[config.mk]
export PLATFORM = sky130hd
export DESIGN_NAME = rs_src_trk_multi
export DESIGN_NICKNAME = d
export VERILOG_FILES = /design/src/rtl/rs_src_trk_multi.sv
export SDC_FILE = /design/constraint.sdc
export NUM_CORES = 1
export LEC_CHECK = 0
export BUFFER_PORTS_ARGS = -buffer_cell sky130_fd_sc_hd__buf_2
export CAP_MARGIN = 20
export CORE_MARGIN = 4
export CORE_UTILIZATION = 30
export CTS_CLUSTER_DIAMETER = 100
export DETAILED_ROUTE_END_ITERATION = 10
export SLEW_MARGIN = 0
export SYNTH_ARGS = -nofsm -noshare
export SYNTH_HDL_FRONTEND = slang
export SYNTH_SLANG_ARGS = --single-unit
[constraint.sdc]
create_clock -name clk -period 6.7 [get_ports clk]
set_input_delay 1.34 -clock clk [delete_from_list [all_inputs] [get_ports clk]]
set_output_delay 1.34 -clock clk [all_outputs]
set_load 0.1 [all_outputs]
[src/rtl/rs_src_trk_multi.sv]
`default_nettype none
// ============================================================================
// Module   : rs_src_trk_multi
// Purpose  : Per-entry source-operand tracker for one reservation-station
//            entry. Each of NUM_SRCS sources is either supplied at allocation
//            (GRF/immediate) or waits for a matching ROB writeback on one of
//            NUM_WB snoop ports. It also keeps a saturating pending-age count.
// Ports    : clk, reset_n (async, active-low)
//            e_alloc_*      : allocation request with per-source robid/data
//            e_dealloc_rs1  : release the entry after issue
//            flush          : kill the entry
//            ro_*_rb0       : ROB writeback snoop ports
//            valid_rs1, ready_rs1, all_ready_rs1, from_grf_rs1, src_data,
//            pdg_age_rs1    : registered status / operand outputs
// Revision : 1.0 - initial release
// ============================================================================
module rs_src_trk_multi #(
    parameter int NUM_SRCS = 2,
    parameter int NUM_WB   = 2,
    parameter int DATA_W   = 64,
    parameter int ROBID_W  = 6,
    parameter int AGE_W    = 4
) (
    input  logic                         clk,
    input  logic                         reset_n,
    input  logic                         e_alloc_rs0,
    input  logic [NUM_SRCS-1:0]          e_alloc_from_rob_rs0,
    input  logic [NUM_SRCS*ROBID_W-1:0]  e_alloc_robid_rs0,
    input  logic [NUM_SRCS*DATA_W-1:0]   e_alloc_data_rs0,
    input  logic                         e_dealloc_rs1,
    input  logic                         flush,
    input  logic [NUM_WB-1:0]            ro_valid_rb0,
    input  logic [NUM_WB*ROBID_W-1:0]    ro_robid_rb0,
    input  logic [NUM_WB*DATA_W-1:0]     ro_value_rb0,
    output logic                         valid_rs1,
    output logic [NUM_SRCS-1:0]          ready_rs1,
    output logic                         all_ready_rs1,
    output logic [NUM_SRCS-1:0]          from_grf_rs1,
    output logic [NUM_SRCS*DATA_W-1:0]   src_data,
    output logic [AGE_W-1:0]             pdg_age_rs1
);

    typedef enum logic [1:0] {
        ST_EMPTY   = 2'd0,
        ST_PDG_ROB = 2'd1,
        ST_READY   = 2'd2
    } src_state_t;

    logic [NUM_SRCS-1:0] w_not_empty;
    logic [NUM_SRCS-1:0] w_pending;
    logic [AGE_W-1:0]    r_age;

    for (genvar s = 0; s < NUM_SRCS; s++) begin : g_src
        src_state_t         r_state;
        logic [ROBID_W-1:0] r_robid;
        logic [DATA_W-1:0]  r_data;
        logic               r_from_grf;

        logic [ROBID_W-1:0] w_cmp_id;
        logic               w_hit;
        logic [DATA_W-1:0]  w_hit_val;
        logic               w_conflict;
        logic               w_active;

        // During allocation the snoop compares against the incoming robid so
        // a writeback landing in the same cycle is not lost.
        assign w_cmp_id = e_alloc_rs0 ? e_alloc_robid_rs0[s*ROBID_W +: ROBID_W]
                                      : r_robid;

        // Lowest-indexed matching port wins; a second match carrying a
        // different value is flagged as a conflict.
        always_comb begin
            w_hit      = 1'b0;
            w_hit_val  = '0;
            w_conflict = 1'b0;
            for (int w = 0; w < NUM_WB; w++) begin
                if (ro_valid_rb0[w] && (ro_robid_rb0[w*ROBID_W +: ROBID_W] == w_cmp_id)) begin
                    if (!w_hit) begin
                        w_hit     = 1'b1;
                        w_hit_val = ro_value_rb0[w*DATA_W +: DATA_W];
                    end else if (ro_value_rb0[w*DATA_W +: DATA_W] != w_hit_val) begin
                        w_conflict = 1'b1;
                    end
                end
            end
        end

        // The snoop result is only consumed in these situations.
        assign w_active = !flush &&
                          ((e_alloc_rs0 && e_alloc_from_rob_rs0[s]) ||
                           (!e_alloc_rs0 && !e_dealloc_rs1 && (r_state == ST_PDG_ROB)));

        always_ff @(posedge clk or negedge reset_n) begin
            if (!reset_n) begin
                r_state    <= ST_EMPTY;
                r_robid    <= '0;
                r_data     <= '0;
                r_from_grf <= 1'b0;
            end else if (flush) begin
                r_state <= ST_EMPTY;
            end else if (e_alloc_rs0) begin
                r_robid    <= e_alloc_robid_rs0[s*ROBID_W +: ROBID_W];
                r_from_grf <= ~e_alloc_from_rob_rs0[s];
                if (!e_alloc_from_rob_rs0[s]) begin
                    r_state <= ST_READY;
                    r_data  <= e_alloc_data_rs0[s*DATA_W +: DATA_W];
                end else if (w_hit) begin
                    r_state <= ST_READY;
                    r_data  <= w_hit_val;
                end else begin
                    r_state <= ST_PDG_ROB;
                end
            end else if (e_dealloc_rs1) begin
                r_state <= ST_EMPTY;
            end else if ((r_state == ST_PDG_ROB) && w_hit) begin
                r_state <= ST_READY;
                r_data  <= w_hit_val;
            end
        end

        a_wb_conflict : assert property (@(posedge clk) disable iff (!reset_n)
                                         !(w_active && w_conflict));

        assign w_not_empty[s]                = (r_state != ST_EMPTY);
        assign w_pending[s]                  = (r_state == ST_PDG_ROB);
        assign ready_rs1[s]                  = (r_state == ST_READY);
        assign from_grf_rs1[s]               = r_from_grf;
        assign src_data[s*DATA_W +: DATA_W]  = r_data;
    end

    assign valid_rs1     = |w_not_empty;
    assign all_ready_rs1 = valid_rs1 & (&ready_rs1);
    assign pdg_age_rs1   = r_age;

    always_ff @(posedge clk or negedge reset_n) begin
        if (!reset_n) begin
            r_age <= '0;
        end else if (flush || e_alloc_rs0 || e_dealloc_rs1) begin
            r_age <= '0;
        end else if (valid_rs1 && (|w_pending) && (r_age != {AGE_W{1'b1}})) begin
            r_age <= r_age + {{(AGE_W-1){1'b0}}, 1'b1};
        end
    end

endmodule
`default_nettype wire

==> results.json, run 1 <==
{
  "r2r_end": "g_src[1].r_data[10]",
  "floorplan.initialDensity": 0.307,
  "synth.yosys.warnings": 0,
  "cts-root-buf": "sky130_fd_sc_hd__clkbuf_16",
  "place_worst_setup_slack_ns": 1.70,
  "routabilityCongestion": 0.934,
  "grt-ovfl-total": 0,
  "grt_max_degree": 102,
  "portBuffers": 426,
  "design.die.area_um2": 36600,
  "timing.critical_path.fanout_max": 40,
  "hold_path_depth": 2,
  "nets": 1842,
  "power_density_nw_per_um2": 315,
  "totalNegativeSetupSlack_ns": 0,
  "r2r.worst_path.cells": 7,
  "start_to_end_type_of_the_worst_setup_path": "input pin to register",
  "finalMaxSlewViolations": 0,
  "routedWlPerCell_um": 24.6,
  "timing.final.crit_period_ns": 4.62,
  "report.final.setup_viol": 0,
  "max_freq_mhz": 217,
  "clock-skew-final_ns": 0.0126,
  "synth-seq-cells": 150,
  "antennaDiodeCount": 0,
  "run_status": "complete, no violations",
  "yosysSeqAreaShare": 0.372,
  "syn_area_per_cell_um2": 8.23,
  "irDropWorstVdd_mv": 0.172,
  "route.antenna.remaining_nets": 0,
  "post_synthesis_net_count": 1515,
  "drt_drc_violations_left": 0,
  "hpwlAfterDp_um": 34200,
  "slowest_stage": "sky130_fd_sc_hd__o31a_2",
  "first_global_vias": 11700,
  "ys.flop_type": "sky130_fd_sc_hd__dfrtp_1",
  "setup_repair_after_global_routing_missed_its_margin": "false",
  "data_required_critical_path_ns": 6.97,
  "whs_endpoint": "g_src[1].r_robid[0]",
  "die_y_um": 191,
  "postCtsHoldBufs": 0,
  "synth-edff-count": 0,
  "crit_path_cell_trace": "buf_2 -> mux2i_1 -> xor2_1 -> nand2_2 -> nor4_1 -> o31a_2 -> buf_4 -> a22oi_1",
  "drtIter0Drc": 855,
  "route.vias.total": 11700,
  "cts-buffers-inserted": 17,
  "antenna_found_initial": 4,
  "async_reset_ff_frac": 1.00,
  "worst_ep_arrival_time_ns": 4.89,
  "cts.sink_count": 150,
  "tightest_slew_ns": 1.08,
  "std_cell_rows": 66,
  "placeableCoreArea_um2": 32900,
  "timing.hold.worst.class": "register to register",
  "power.static_leakage_nw": 6.15,
  "detailed_route_wl_um": 49200,
  "seq_area_um2": 3750,
  "cts.reportedPaths.clkPinSlew_ns": 0.07,
  "clk-insertion-delay-late_ns": 0.42,
  "grt_first_pass_wirelength_um": 72100,
  "viasPerCell": 5.85,
  "boundaryPins": 427,
  "chipWidth_um": 191,
  "fillers": 3505,
  "post_synth_inst_count": 1225,
  "finalHoldViolCount": 0,
  "cts.path.max_buffers": 2,
  "multi_input_comb_area_um2": 5790,
  "final.setup.worst_slack_ns": 2.08,
  "router_iterations_before_antenna_repair": 7,
  "timing.rr.start": "g_src[1].r_robid[0]",
  "timing.critical_path.slowest_cell_delay_ns": 0.73,
  "timing.critical_path.to_type": "register",
  "timing.hold.worst.start": "g_src[1].r_robid[0]",
  "netlist_area_um2": 10100,
  "final.period_utilization": 0.689,
  "cts-htree-levels": 4,
  "ys_types": 52,
  "crit_path_start_kind": "input pin",
  "post_cts.repair.setup_buffers": 0,
  "area_growth_syn_to_layout_pct": 29.1,
  "cts_resized": 0,
  "grt_util_all_layers": 0.256,
  "final_layout_size_suffix_gt1_frac": 0.331,
  "maxCapViolations": 0,
  "clock_tree_from_tritoncts": "yes",
  "minimum_setup_slack_among_reg_to_reg_paths_ns": 3.26,
  "timing.max_slew.rel_slack": 0.281
}
==> cell families after synthesis <==
group | count (synthesis) | synth area share
muxes | 27 | 0.0331
adders and majority gates | 1 | 0.00124
xor gates and xnor gates | 27 | 0.0235
buffers and inverters | 147 | 0.0636
AOI/OAI and AO/OA | 386 | 0.289
and+or+nand+nor | 487 | 0.218
DFF | 150 | 0.372
==> power by group <==
part / switching [mW] / internal, mW / leakage [nW] / total, mW
Sequential: 0.0977 / 1.06 / 1.81 / 1.16
Clock: 0.439 / 0.526 / 0.255 / 0.964
Combinational: 1.63 / 0.346 / 4.09 / 1.98
==> Yosys cell counts (17+ instances only) <==
library cell	count	area share
sky130_fd_sc_hd__o41ai_1	58	0.050
sky130_fd_sc_hd__a22oi_1	113	0.084
sky130_fd_sc_hd__dfrtp_1	150	0.37
sky130_fd_sc_hd__nand2_1	239	0.089
sky130_fd_sc_hd__and2_1	57	0.035
sky130_fd_sc_hd__a31oi_1	95	0.059
sky130_fd_sc_hd__or4_1	17	0.013
sky130_fd_sc_hd__clkbuf_1	113	0.042
sky130_fd_sc_hd__xor2_1	18	0.016
sky130_fd_sc_hd__nor2_1	120	0.045
sky130_fd_sc_hd__a41o_1	28	0.028
sky130_fd_sc_hd__nor4_1	21	0.013
sky130_fd_sc_hd__o31ai_1	27	0.020
sky130_fd_sc_hd__a21oi_1	21	0.010
==> worst max-delay path, delay by kind of cell <==
family | cells | cell delay (ns)
buffers and inverters | 2 | 1.05
muxes | 1 | 0.37
xor gates and xnor gates | 1 | 0.25
and+or+nand+nor | 2 | 0.86
AOI/OAI and AO/OA | 2 | 0.92
==> registers in the layout (all words and copies together) (netlist names) <==
| register | count |
|---|---|
| pdg_age_rs1 | 4 |
| g_src.r_robid | 12 |
| g_src.r_from_grf | 2 |
| g_src.r_state | 4 |
| g_src.r_data | 128 |
==> cell type report <==
type,instances,share of cell area
Clock buffer,19,0.0340
Clock inverter,12,0.00913
Inverter,3,0.000865
Multi-Input combinational cell,928,0.445
Sequential cell,150,0.288
Tap cell,442,0.0425
Timing Repair Buffer,452,0.181
==> through the flow <==
stage,hold WS [ns],cell area (um2),std cells,utilization,total power [mW]
finish,0.480,13000,2006,0.396,4.10
global placement,0.458,12400,1974,0.379,3.14
detailed placement,0.462,12400,1974,0.379,3.15
global route,0.490,13000,2006,0.396,4.25
floorplan,0.445,10100,1225,-,2.65
CTS,0.479,13000,2005,0.396,4.12
==> worst max-delay path by stage <==
stage	start	endpoint	slack, ns	cells after the start
finish	e_alloc_rs0	g_src[1].r_data[10]	2.08	8
global route	e_alloc_rs0	g_src[0].r_data[21]	1.89	8
CTS	e_alloc_rs0	g_src[0].r_data[53]	2.14	8
detailed placement	e_alloc_rs0	g_src[1].r_data[16]	1.70	8
global placement	e_alloc_rs0	g_src[0].r_data[20]	1.80	8
floorplan	g_src[0].r_state[0]	all_ready_rs1	2.88	1
==> cells in the final DEF, fill, tap and decap left out, types with 24 or more instances in the layout <==
master	count
sky130_fd_sc_hd__a31oi_1	95
sky130_fd_sc_hd__a41o_1	28
sky130_fd_sc_hd__o31ai_1	27
sky130_fd_sc_hd__a22oi_1	113
sky130_fd_sc_hd__and2_1	57
sky130_fd_sc_hd__o41ai_1	58
sky130_fd_sc_hd__buf_4	24
sky130_fd_sc_hd__dfrtp_1	150
sky130_fd_sc_hd__buf_2	425
sky130_fd_sc_hd__nand2_1	237
sky130_fd_sc_hd__nor2_1	117
==> layer usage <==
metal,global-route usage,wire [um],vias to the layer above
met5,0,34,-
met3,0.0603,4660,120
li1,-,-,5208
met2,0.426,23300,749
met4,0.0981,1690,6
met1,0.323,19600,5650
Power figures use the tool's default switching activity.
==> inputs of run 2 (changes only) <==
==> constraint.sdc (replaced) <==
create_clock -name clk -period 4.1 [get_ports clk]
set_input_delay 0.82 -clock clk [delete_from_list [all_inputs] [get_ports clk]]
set_output_delay 0.82 -clock clk [all_outputs]
set_load 0.1 [all_outputs]
==> run 2 against run 1 <==
Effect of this change:
- routed wire length is 1.1% higher
- via count is 0.68% higher
- power is 66% higher
- critical endpoint is now g_src[0].r_data[34]
- global-route usage is 0.22 points higher
- combinational power is 65% higher
- first-iteration DRC count is 8.0% lower
- clock-buffer cell count is 1 higher
- worst setup slack worse by 1.2 ns
==> results.json, run 2 (synthesis gave the netlist of run 1 again) <==
{
  "timing.final.crit_period_ns": 3.22,
  "postCtsHoldBufs": 0,
  "design.die.area_um2": 36600,
  "cts-buffers-inserted": 17,
  "router_iterations_before_antenna_repair": 5,
  "cts_resized": 0,
  "floorplan.initialDensity": 0.307,
  "irDropWorstVdd_mv": 0.272,
  "hpwlAfterDp_um": 34500,
  "placeableCoreArea_um2": 32900,
  "cts.path.max_buffers": 2,
  "timing.hold.worst.class": "input pin to async pin",
  "data_required_critical_path_ns": 4.43,
  "first_global_vias": 11800,
  "power.static_leakage_nw": 6.29,
  "place_worst_setup_slack_ns": 0.457,
  "boundaryPins": 427,
  "total_power_of_the_final_layout_mw": 6.82,
  "portBuffers": 426,
  "finalHoldViolCount": 0,
  "timing.max_slew.rel_slack": 0.286,
  "route.vias.total": 11800,
  "cts-htree-levels": 4,
  "routabilityCongestion": 0.957,
  "std_cell_rows": 66,
  "maxCapViolations": 0,
  "stdcell_count": 2025,
  "nets": 1856,
  "multi_input_comb_area_um2": 5790,
  "crit_path_start_kind": "input pin",
  "timing.critical_path.fanout_max": 50,
  "clock-skew-final_ns": 0.0121,
  "cts-root-buf": "sky130_fd_sc_hd__clkbuf_16",
  "final.period_utilization": 0.786,
  "layout_common_cells": "sky130_fd_sc_hd__buf_2, sky130_fd_sc_hd__nand2_1, sky130_fd_sc_hd__dfrtp_1",
  "start_to_end_type_of_the_worst_setup_path": "input pin to register",
  "viasPerCell": 5.83,
  "clock_tree_from_tritoncts": "yes",
  "fin_worst_hold_slack_ns": 0.377,
  "largest_register_ff_count": 128,
  "detailed_route_wl_um": 49800,
  "chipWidth_um": 191,
  "largest_register": "g_src.r_data",
  "setup_repair_after_global_routing_missed_its_margin": "false",
  "largest_registers": "g_src.r_data (128), g_src.r_robid (12)",
  "grt_util_all_layers": 0.259,
  "finalMaxSlewViolations": 0,
  "report.final.setup_viol": 0,
  "grt_first_pass_wirelength_um": 72300,
  "route.antenna.remaining_nets": 0,
  "run_status": "complete, no violations",
  "post_cts.repair.setup_buffers": 0,
  "grt-ovfl-total": 0,
  "area_growth_syn_to_layout_pct": 31.7,
  "seq_area_um2": 3750,
  "tightest_slew_ns": 1.07,
  "worst_ep_arrival_time_ns": 3.56,
  "grt_max_degree": 103,
  "cts.reportedPaths.clkPinSlew_ns": 0.07,
  "layout_commonest_cell": "sky130_fd_sc_hd__buf_2",
  "die_y_um": 191,
  "final_layout_size_suffix_gt1_frac": 0.337,
  "antenna_found_initial": 10,
  "final.setup.worst_slack_ns": 0.878,
  "max_freq_mhz": 310,
  "clk-insertion-delay-late_ns": 0.43,
  "cts.sink_count": 150,
  "drt_drc_violations_left": 0,
  "totalNegativeSetupSlack_ns": 0,
  "timing.critical_path.to_type": "register",
  "instance_count_after_placement_with_tap_cells_included": 1989,
  "routedWlPerCell_um": 24.6,
  "fillers": 3451,
  "power_density_nw_per_um2": 514,
  "drtIter0Drc": 787
}
[run 2: cell count changes in the layout (fill, tap and decap cells not counted)]
cell	previous run	this run
sky130_fd_sc_hd__buf_12	1	10
sky130_fd_sc_hd__buf_6	2	1
sky130_fd_sc_hd__bufinv_16	1	3
sky130_fd_sc_hd__clkbuf_1	1	2
sky130_fd_sc_hd__inv_6	4	2
sky130_fd_sc_hd__clkinv_2	0	2
sky130_fd_sc_hd__buf_4	24	30
sky130_fd_sc_hd__clkinvlp_4	6	3
sky130_fd_sc_hd__diode_2	0	5
[run 2: final timing paths]
check / slack, ns / cells past startpoint / end / start
min in group clk: 0.47 / 1 / g_src[1].r_from_grf / g_src[1].r_from_grf
worst min register to register: 0.47 / 1 / g_src[1].r_from_grf / g_src[1].r_from_grf
worst min-delay path: 0.38 / 1 / g_src[1].r_data[36] / reset_n
worst max-delay path: 0.88 / 8 / g_src[0].r_data[34] / e_alloc_rs0
worst max register to register: 1.52 / 8 / g_src[0].r_data[35] / g_src[0].r_robid[1]
max in group asynchronous: 2.70 / 2 / g_src[1].r_data[15] / reset_n
[run 2: power breakdown]
part	internal [mW]	switching, mW	leakage [nW]	total, mW
combinational	0.591	2.68	4.20	3.27
clock	0.975	0.682	0.283	1.66
sequential	1.74	0.160	1.81	1.90
total	3.30	3.52	6.29	6.82
[run 2: cell type report]
type	count	share of cell area
Multi-Input combinational cell	928	0.436
Sequential cell	150	0.283
Timing Repair Buffer	466	0.193
Tap cell	442	0.0417
Clock buffer	20	0.0336
Clock inverter	11	0.0112
Antenna cell	5	0.000943
Inverter	3	0.000848
[run 2: layer usage]
layer,global-route usage,part of all wire,vias to the layer above
met4,0.119,0.040,8
met5,0,0.0010,-
met3,0.0639,0.097,120
li1,-,-,5244
met1,0.319,0.39,5713
met2,0.427,0.47,728
[run 2: worst max-delay path, cell delays in order]
cell and delay [ns]:
sky130_fd_sc_hd__buf_2 0.50, sky130_fd_sc_hd__mux2i_1 0.43, sky130_fd_sc_hd__xnor2_1 0.19, sky130_fd_sc_hd__or4_2 0.70
sky130_fd_sc_hd__nor3_4 0.17, sky130_fd_sc_hd__o211ai_1 0.10, sky130_fd_sc_hd__buf_4 0.31, sky130_fd_sc_hd__a22oi_1 0.27
[run 2: metrics by stage]
stage	utilization	instance area [um2]
6_report	0.404	13300
5_1_grt	0.404	13300
4_1_cts	0.404	13300
3_5_place_dp	0.385	12700
3_3_place_gp	0.385	12700
2_1_floorplan	-	10100
==> inputs of run 3 (changes only) <==
--- a/config.mk
+++ b/config.mk
@@ -5,6 +5,7 @@
 export SDC_FILE = /design/constraint.sdc
 export NUM_CORES = 1
 export LEC_CHECK = 0
+export ABC_AREA = 1
 export BUFFER_PORTS_ARGS = -buffer_cell sky130_fd_sc_hd__buf_2
 export CAP_MARGIN = 20
 export CORE_MARGIN = 4
==> constraint.sdc (replaced) <==
create_clock -name clk -period 3 [get_ports clk]
set_input_delay 0.6 -clock clk [delete_from_list [all_inputs] [get_ports clk]]
set_output_delay 0.6 -clock clk [all_outputs]
set_load 0.1 [all_outputs]
==> run 3 against run 2 <==
Effect of this change:
- power rose by 20%
- flip-flop and latch count unchanged
- combinational power increased by 8.6%
- critical path type is now register to output port
==> results.json, run 3 <==
{
  "synth-edff-count": 0,
  "timing.critical_path.to_type": "output port",
  "clk-insertion-delay-late_ns": 0.44,
  "start_to_end_type_of_the_worst_setup_path": "register to output port",
  "first_global_vias": 12700,
  "drt_drc_violations_left": 0,
  "largest_register_ff_count": 128,
  "netlist_area_um2": 10300,
  "worst_ep_arrival_time_ns": 1.74,
  "antenna_found_initial": 4,
  "post_cts.repair.setup_buffers": 0,
  "main_combinational_cell_family_by_area_after_synthesis": "simple AND/OR/NAND/NOR gates",
  "clock_tree_from_tritoncts": "yes",
  "crit_path_cell_trace": "nor4_2 -> buf_2",
  "post_synth_inst_count": 1704,
  "routabilityCongestion": 0.920,
  "irDropWorstVdd_mv": 0.486,
  "run_status": "complete, no violations",
  "timing.critical_path.slowest_cell_delay_ns": 0.49,
  "routedWlPerCell_um": 18.1,
  "tightest_slew_ns": 0.631,
  "timing.critical_path.fanout_max": 4,
  "final_layout_size_suffix_gt1_frac": 0.243,
  "placeableCoreArea_um2": 33800,
  "cts.sink_count": 150,
  "power.static_leakage_nw": 7.84,
  "portBuffers": 426,
  "cts_resized": 0,
  "cts-root-buf": "sky130_fd_sc_hd__clkbuf_16",
  "post_synthesis_mux_area_share": 0,
  "route.vias.total": 12800,
  "synthTopCellsByArea": "sky130_fd_sc_hd__dfrtp_1, sky130_fd_sc_hd__nand2_1, sky130_fd_sc_hd__nand3_1, sky130_fd_sc_hd__a21oi_1, sky130_fd_sc_hd__inv_1",
  "detailed_route_wl_um": 45700,
  "crit_path_start_kind": "register",
  "die_y_um": 194,
  "most_used_standard_cells_in_the_synthesized_netlist": "sky130_fd_sc_hd__nand2_1, sky130_fd_sc_hd__nand3_1, sky130_fd_sc_hd__inv_1, sky130_fd_sc_hd__dfrtp_1, sky130_fd_sc_hd__nor2_1",
  "syn_area_per_cell_um2": 6.06,
  "chipWidth_um": 194,
  "yosys.area_share.simple": 0.448,
  "yosysSeqAreaShare": 0.363,
  "floorplan.initialDensity": 0.306,
  "setup_repair_after_global_routing_missed_its_margin": "false",
  "hpwlAfterDp_um": 32900,
  "synth.yosys.warnings": 0,
  "fillers": 3711,
  "layout_commonest_cell": "sky130_fd_sc_hd__nand2_1",
  "finalCoreUtilization": 0.401,
  "minimum_setup_slack_among_reg_to_reg_paths_ns": 0.88,
  "grt_max_degree": 69,
  "router_iterations_before_antenna_repair": 5,
  "clock-skew-final_ns": 0.0131,
  "grt_util_all_layers": 0.236,
  "maxCapViolations": 0,
  "complex_gate_fraction_of_the_synthesized_area": 0.0718,
  "drtIter0Drc": 874,
  "fin_worst_hold_slack_ns": 0.154,
  "ys_types": 23,
  "post_synthesis_net_count": 1994,
  "ys.flop_type": "sky130_fd_sc_hd__dfrtp_1",
  "grt_first_pass_wirelength_um": 71400,
  "layout_common_cells": "sky130_fd_sc_hd__nand2_1, sky130_fd_sc_hd__buf_2, sky130_fd_sc_hd__nand3_1",
  "power_density_nw_per_um2": 603,
  "design.die.area_um2": 37500,
  "totalNegativeSetupSlack_ns": 0,
  "synthDominantAreaCellType": "sky130_fd_sc_hd__dfrtp_1",
  "grt-ovfl-total": 0,
  "slowest_stage": "sky130_fd_sc_hd__buf_2",
  "cts-buffers-inserted": 17,
  "boundaryPins": 427,
  "synthMostInstantiatedCell": "sky130_fd_sc_hd__nand2_1",
  "timing.max_slew.rel_slack": 0.579,
  "yosys.area_share.xor_xnor": 0,
  "async_reset_ff_frac": 1.00,
  "std_cell_rows": 67,
  "viasPerCell": 5.07,
  "largest_register": "g_src.r_data",
  "timing.hold.worst.class": "input pin to async pin",
  "report.final.setup_viol": 0,
  "post_synth_fa_ha_maj_area_fraction": 0.00121,
  "synth_top_area_share": 0.363,
  "cts.path.max_buffers": 2,
  "cts-htree-levels": 4,
  "postCtsHoldBufs": 0,
  "max_freq_mhz": 428,
  "synth-seq-cells": 150,
  "finalMaxSlewViolations": 0,
  "final.period_utilization": 0.778,
  "largest_registers": "g_src.r_data (128), g_src.r_robid (12)",
  "nets": 2354,
  "timing.final.crit_period_ns": 2.34,
  "cts.reportedPaths.clkPinSlew_ns": 0.06,
  "area_growth_syn_to_layout_pct": 31.0,
  "data_required_critical_path_ns": 2.40,
  "finalHoldViolCount": 0,
  "route.antenna.remaining_nets": 0
}
-- run 3: cell types whose count changed in the layout (fill, tap and decap cells not counted), moves of 28 or more --
cell                      before  now
sky130_fd_sc_hd__a21oi_1      21  134
sky130_fd_sc_hd__a22oi_1     113    0
sky130_fd_sc_hd__a31oi_1      95    0
sky130_fd_sc_hd__a41o_1       28    0
sky130_fd_sc_hd__and2_1       57    1
sky130_fd_sc_hd__inv_1         3  168
sky130_fd_sc_hd__nand2_1     237  661
sky130_fd_sc_hd__nand3_1       2  290
sky130_fd_sc_hd__o41ai_1      58    0
-- run 3: layout make-up --
class                   instances  area, um2  share of cell area
diodes                          3       7.51            0.000555
clock buffers                  24        492              0.0363
clock inverters                 8       71.3             0.00527
inverters                     170        638              0.0471
multi-input cells            1268       5460               0.403
flip-flops and latches        150       3750               0.277
well taps                     448        561              0.0414
repair buffers                457       2560               0.189
-- run 3: power breakdown --
group | internal, mW | total (mW) | switching (mW)
Clock | 1.23 | 2.12 | 0.899
Combinational | 0.628 | 3.55 | 2.92
Sequential | 2.30 | 2.48 | 0.179
-- run 3: cell families (layout without fill, tap and decap cells) --
| group | Yosys count | after routing |
|---|---|---|
| buffers and inverters | 286 | 659 |
| adders and majority gates | 1 | 1 |
| and+or+nand+nor | 1119 | 1119 |
| other | 0 | 3 |
| DFF | 150 | 150 |
| AOI/OAI and AO/OA | 148 | 148 |
-- run 3: final timing paths --
| check | startpoint | end | depth (start not counted) |
|---|---|---|---|
| min in group clk | e_alloc_from_rob_rs0[0] | g_src[0].r_from_grf | 2 |
| max | g_src[0].r_state[0] | all_ready_rs1 | 2 |
| min | reset_n | g_src[0].r_data[16] | 1 |
| max in group asynchronous | reset_n | g_src[0].r_robid[0] | 2 |
| min reg2reg | g_src[0].r_data[30] | g_src[0].r_data[30] | 2 |
| max reg2reg | g_src[0].r_robid[5] | g_src[0].r_data[15] | 12 |
-- run 3: per-layer routing --
metal	share of wire	GRT usage
met3	0.099	0.0550
met5	0.00018	0
met1	0.41	0.304
met2	0.47	0.388
met4	0.026	0.0837
-- run 3: critical path, delay by kind of cell (launching register included) --
kind                   cells  cell delay (ns)
DFF                        1             0.42
buffers and inverters      1             0.49
and+or+nand+nor            1             0.38
-- run 3: metrics by stage --
step                area, um2  instances  setup slack (ns)  power (mW)
floorplan               10300       1704             0.247        5.13
global placement        13000       2493             0.313        6.06
detailed placement      13000       2493             0.257        6.06
CTS                     13500       2525             0.633        8.23
global route            13500       2528             0.454        8.50
finish                  13500       2528             0.665        8.16
